$ cat src/rtl/pc_out_framer.sv
`timescale 1ns/1ps
// Splits packed PC words: route==0 words go through a host FIFO into fixed-length
// host blocks, nonzero-route words pass straight to route_out. Define PC_OUT_FRAMER_PAD_EN
// to pad a stalled partial block with NOP words after an idle timeout.
module pc_out_framer #(
    parameter int unsigned NPCcode  = 8,
    parameter int unsigned NPCdata  = 24,
    parameter int unsigned NPCroute = 11,
    parameter int unsigned NBlock   = 16,
    parameter int unsigned NTimeout = 1024,
    parameter int unsigned NFifo    = 32
) (
    input  logic                                  clk,
    input  logic                                  reset,
    input  logic [NPCroute+NPCcode+NPCdata-1:0]   PC_in_d,
    input  logic                                  PC_in_v,
    output logic                                  PC_in_a,
    output logic [NPCcode+NPCdata-1:0]            host_out_d,
    output logic                                  host_out_v,
    input  logic                                  host_out_a,
    output logic [NPCroute+NPCcode+NPCdata-1:0]   route_out_d,
    output logic                                  route_out_v,
    input  logic                                  route_out_a,
    output logic [15:0]                           pad_count
);

    localparam int unsigned HW = NPCcode + NPCdata;
    localparam int unsigned PW = NPCroute + HW;
    localparam int unsigned AW = (NFifo > 1) ? $clog2(NFifo) : 1;
    localparam int unsigned CW = AW + 1;
    localparam int unsigned BW = (NBlock > 1) ? $clog2(NBlock) : 1;
    localparam int unsigned TW = (NTimeout > 1) ? $clog2(NTimeout) : 1;
    localparam logic [HW-1:0] NOP = {{NPCcode{1'b1}}, {NPCdata{1'b0}}};

    typedef enum logic [1:0] {
        IDLE   = 2'd0,
        STREAM = 2'd1,
        PAD    = 2'd2
    } state_t;

    logic [HW-1:0] mem [NFifo];
    logic [AW-1:0] wr_ptr;
    logic [AW-1:0] rd_ptr;
    logic [AW-1:0] rd_ptr_nxt;
    logic [CW-1:0] count;
    logic [CW-1:0] count_nxt;
    logic [BW-1:0] blk;
    logic [HW-1:0] head;
    state_t        state;
    state_t        state_nxt;
    logic          is_local;
    logic          full;
    logic          push;
    logic          xfer;
    logic          pop;
    logic          blk_wrap;
    logic          timeout;

    // Routing split is purely combinational so forwarded words see no latency.
    assign is_local    = (PC_in_d[PW-1 -: NPCroute] == '0);
    assign full        = (count == CW'(NFifo));
    assign PC_in_a     = is_local ? !full : route_out_a;
    assign route_out_v = PC_in_v && !is_local;
    assign route_out_d = PC_in_d;

    assign push       = PC_in_v && is_local && !full;
    assign xfer       = host_out_v && host_out_a;
    assign pop        = xfer && (state != PAD);
    assign blk_wrap   = xfer && (blk == BW'(NBlock - 1));
    assign count_nxt  = count + CW'(push) - CW'(pop);
    assign rd_ptr_nxt = rd_ptr + AW'(pop);

`ifdef PC_OUT_FRAMER_PAD_EN
    logic [TW-1:0] timer;

    assign timeout = (state == STREAM) && (count == '0) && !push && !xfer
                     && (timer == TW'(NTimeout - 1));

    // Idle timer runs only while a partial block is starved of data.
    always_ff @(posedge clk) begin
        if (reset) begin
            timer <= '0;
        end else if ((state != STREAM) || push || xfer || timeout) begin
            timer <= '0;
        end else if (count == '0) begin
            timer <= timer + TW'(1);
        end
    end

    always_ff @(posedge clk) begin
        if (reset) begin
            pad_count <= '0;
        end else if (xfer && (state == PAD) && (pad_count != 16'hFFFF)) begin
            pad_count <= pad_count + 16'd1;
        end
    end
`else
    assign timeout   = 1'b0;
    assign pad_count = 16'd0;
`endif

    always_comb begin
        state_nxt = state;
        case (state)
            IDLE:    if (xfer && !blk_wrap) state_nxt = STREAM;
            STREAM:  if (blk_wrap) state_nxt = IDLE;
                     else if (timeout) state_nxt = PAD;
            PAD:     if (blk_wrap) state_nxt = IDLE;
            default: state_nxt = IDLE;
        endcase
    end

    // Head word stays in the FIFO until transferred, so the output register
    // counts against FIFO capacity; an empty FIFO forwards the pushed word.
    always_comb begin
        head = mem[rd_ptr_nxt];
        if (count_nxt == '0) begin
            head = '0;
        end else if ((count - CW'(pop)) == '0) begin
            head = PC_in_d[HW-1:0];
        end
    end

    always_ff @(posedge clk) begin
        if (push) begin
            mem[wr_ptr] <= PC_in_d[HW-1:0];
        end
    end

    always_ff @(posedge clk) begin
        if (reset) begin
            state      <= IDLE;
            blk        <= '0;
            count      <= '0;
            wr_ptr     <= '0;
            rd_ptr     <= '0;
            host_out_v <= 1'b0;
            host_out_d <= '0;
        end else begin
            state  <= state_nxt;
            count  <= count_nxt;
            rd_ptr <= rd_ptr_nxt;
            if (push) begin
                wr_ptr <= wr_ptr + AW'(1);
            end
            if (xfer) begin
                blk <= blk + BW'(1);
            end
            if (state_nxt == PAD) begin
                host_out_v <= 1'b1;
                host_out_d <= NOP;
            end else begin
                host_out_v <= (count_nxt != '0);
                host_out_d <= head;
            end
        end
    end

endmodule
$ cat config.mk
export PLATFORM = sky130hd
export DESIGN_NAME = pc_out_framer
export DESIGN_NICKNAME = d
export VERILOG_FILES = /design/src/rtl/pc_out_framer.sv
export SDC_FILE = /design/constraint.sdc
export NUM_CORES = 1
export LEC_CHECK = 0
export BUFFER_PORTS_ARGS = -buffer_cell sky130_fd_sc_hd__buf_2
export CAP_MARGIN = 10
export CORE_MARGIN = 2
export CORE_UTILIZATION = 25
export CTS_CLUSTER_SIZE = 16
export DETAILED_ROUTE_END_ITERATION = 12
export PLACE_DENSITY = 0.51
export SLEW_MARGIN = 20
export SYNTH_ARGS = -nofsm -noshare
export SYNTH_HDL_FRONTEND = slang
export SYNTH_SLANG_ARGS = --single-unit
$ cat constraint.sdc
create_clock -name clk -period 9.97 [get_ports clk]
set_clock_uncertainty 0.05 [all_clocks]
set_input_delay 1.994 -clock clk [delete_from_list [all_inputs] [get_ports clk]]
set_output_delay 1.994 -clock clk [all_outputs]
set_load 0.01 [all_outputs]
==> results.cfg <==
[floorplan]
die_w_um = 414.7
rows = 150
core_um2 = 167400
die_h_um = 414.7
dieArea_um2 = 172000
initial_core_util_pct = 25.19
ios = 142

[power]
p_leak_nw = 15.08
power_density_nw_per_um2 = 214.9
peakVddDrop_mv = 0.1592

[worst_setup_path]
cp.required_ns = 10.47
crit_path_start_kind = primary input
arrival_ns = 6.48
slowest_delay_ns = 0.74
crit_chain = buf_2 -> nor4_1 -> buf_4 -> and3_1 -> and3_1 -> inv_1 -> ha_1 -> inv_1 -> ha_1 -> inv_1 -> fa_1 -> nor3b_1 -> and4_1 -> o211ai_2 -> o221ai_2 -> or2_2 -> o2bb2ai_1
r2r_start = count[2]
end_kind = flop
worstPathMaxFanout = 23
startpoint = PC_in_d[33]
critPathMostFrequentCell = inv_1
critPathSlowestCell = or2_2
path_class = primary input to flop
r2r_cells = 16

[clocking]
cts_buffer_depth = 3
cts_resized = 0
path_clk_slew_ns = 0.06
hold_buffers = 0
clkSinkCount = 1079
clkLatencyLatePin_ns = 0.71
cts_root_buf = clkbuf_16
cts_tree = built
cts_setup_buffers = 0
cts_max_level = 3
cts_inserted_buffers = 106

[timing]
finalHoldViolCount = 0
rsz0062_at_grt = false
setup_violations = 0
period_share_pct = 59.89
tightest_slew_ns = 1.006
slew_headroom_pct = 32.92
final_max_slew_viol_count = 0
max_freq_mhz = 167.5
tns_ns = 0
worst_hold_slack_ns = 0.4291
min_period_ns = 5.971

[placement]
io_buffers = 125
hpwl_mm = 58.08
place.gp.congestion = 0.7267

[yosys]
synth-compound-area-share_pct = 1.584
netlist_instances = 2163
synthTopCellsByArea = edfxtp_1 (73%), mux4_2 (14%), dfxtp_1 (2.6%)
ys.flop_type = edfxtp_1
synth_top_cell_area_share_pct = 72.91
async_reset_ff_share_pct = 0
ys_seq_elements = 1079
synth_edf_count = 1024
synth_top_family_by_area = multiplexers
synth_xor_area_share_pct = 0.2700
yosys_warnings = 0
synth_top_cell_by_area = edfxtp_1
synth_area_per_cell_um2 = 19.50
yosys.area_share.adder_pct = 0.6705
synth.cell_area_um2 = 42170
ys_seq_area_share_pct = 75.52
synth-simple-area-share_pct = 5.551
synthDistinctLibCells = 69
synth_mux_area_share_pct = 13.74

[routing]
wl_per_cell_um = 23.27
final_antenna_net_count = 0
firstDrtPassIters = 5
route.detailed.drc = 0
vias_per_cell = 4.444
drt_wl_total_mm = 106.5
vias = 20350
first_iter_violations = 1922

[grt]
grt_max_degree = 134
grt_pass1_vias = 20760
antenna_found_initial = 5
grt_usage_pct = 12.24
grt_overflow_total = 0
grt_pass1_wl_mm = 153.5

[hold_path]
whs_path_depth = 2
hp-class = flop to flop
min_from = blk[1]

[layout]
layout_common_cells = edfxtp_1 (1,024), nand2_1 (269), mux4_2 (256)
drive_gt1_share_pct = 26.91
final_common_cell = edfxtp_1
final_nets = 2352
regArea_um2 = 31850
synthToLayoutAreaGrowth_pct = 15.71
nFillCells = 16480
multiInputGateArea_um2 = 9574

[run]
cap_violations = 0

[status]
status = complete, no violations
-- final cells by class --
cell class / count / share of cell area (%)
multi-input cells: 905 / 19.62
repair buffers: 171 / 2.118
well taps: 2204 / 5.651
flip-flops and latches: 1079 / 65.27
clock inverters: 64 / 1.346
clock buffers: 133 / 5.833
diodes: 3 / 0.01538
inverters: 19 / 0.1461
-- per-layer routing --
layer	wire length (um)	GRT usage [%]	vias to the layer above
met3	5550	2.114	116
met5	0	0	-
li1	-	-	8856
met2	52840	20.60	512
met1	46010	16.29	10860
met4	2137	3.248	0
-- flip-flops by register name, indices dropped and copies added (netlist names) --
name,count
blk,4
count,6
host_out_d,32
host_out_v,1
mem,1024
rd_ptr,5
state,2
wr_ptr,5
-- worst max-delay path: cells and delay by family --
family | cells | cell delay [ns]
AOI/OAI and AO/OA | 3 | 0.55
and+or+nand+nor | 6 | 2.34
buffers and inverters | 5 | 0.53
adders and majority gates | 3 | 1.02
-- worst paths after layout --
kind / end / slack [ns]
max: host_out_d[15] / 4.00
min: blk[1] / 0.43
max reg2reg: host_out_d[15] / 5.17
min reg2reg: blk[1] / 0.43
-- cells in the mapped netlist, types with 6 or more instances --
cell type and number:
ha_1 21, buf_1 14, edfxtp_1 1024, o2bb2ai_1 23, dfxtp_1 55, buf_4 80
a41o_1 7, xor2_1 7, nor2b_1 8, nand3_1 128, nor2_1 50, o211a_1 7
mux4_2 256, buf_2 45, nand4_1 27, inv_1 19, clkbuf_1 32, xnor2_1 6
nand2_1 269
-- cell families after synthesis --
kind of cell | count (synthesis)
xor gates and xnor gates | 13
DFF | 1079
adders and majority gates | 22
other | 1
AOI/OAI and AO/OA | 74
buffers and inverters | 194
muxes | 259
and+or+nand+nor | 521
-- report_power, final --
group          internal (W)  leakage [nW]  switching (W)
combinational      0.000640          3.72       0.000741
clock               0.00233          1.72        0.00171
sequential          0.00502          9.65      0.0000412
total               0.00799          15.1        0.00249
-- stage by stage --
step / utilization (%) / power, W / instance area, um2 / worst slack [ns] / cells
finish: 29.15 / 0.01048 / 48800 / 3.999 / 4578
global placement: 27.05 / 0.006586 / 45290 / 3.240 / 4378
floorplan: - / 0.006181 / 42230 / 4.657 / 2178
global route: 29.15 / 0.01089 / 48790 / 3.504 / 4576
CTS: 29.14 / 0.01064 / 48790 / 3.894 / 4575
detailed placement: 27.05 / 0.006588 / 45290 / 3.150 / 4378
Note: power is estimated with default switching activity, not from simulation.
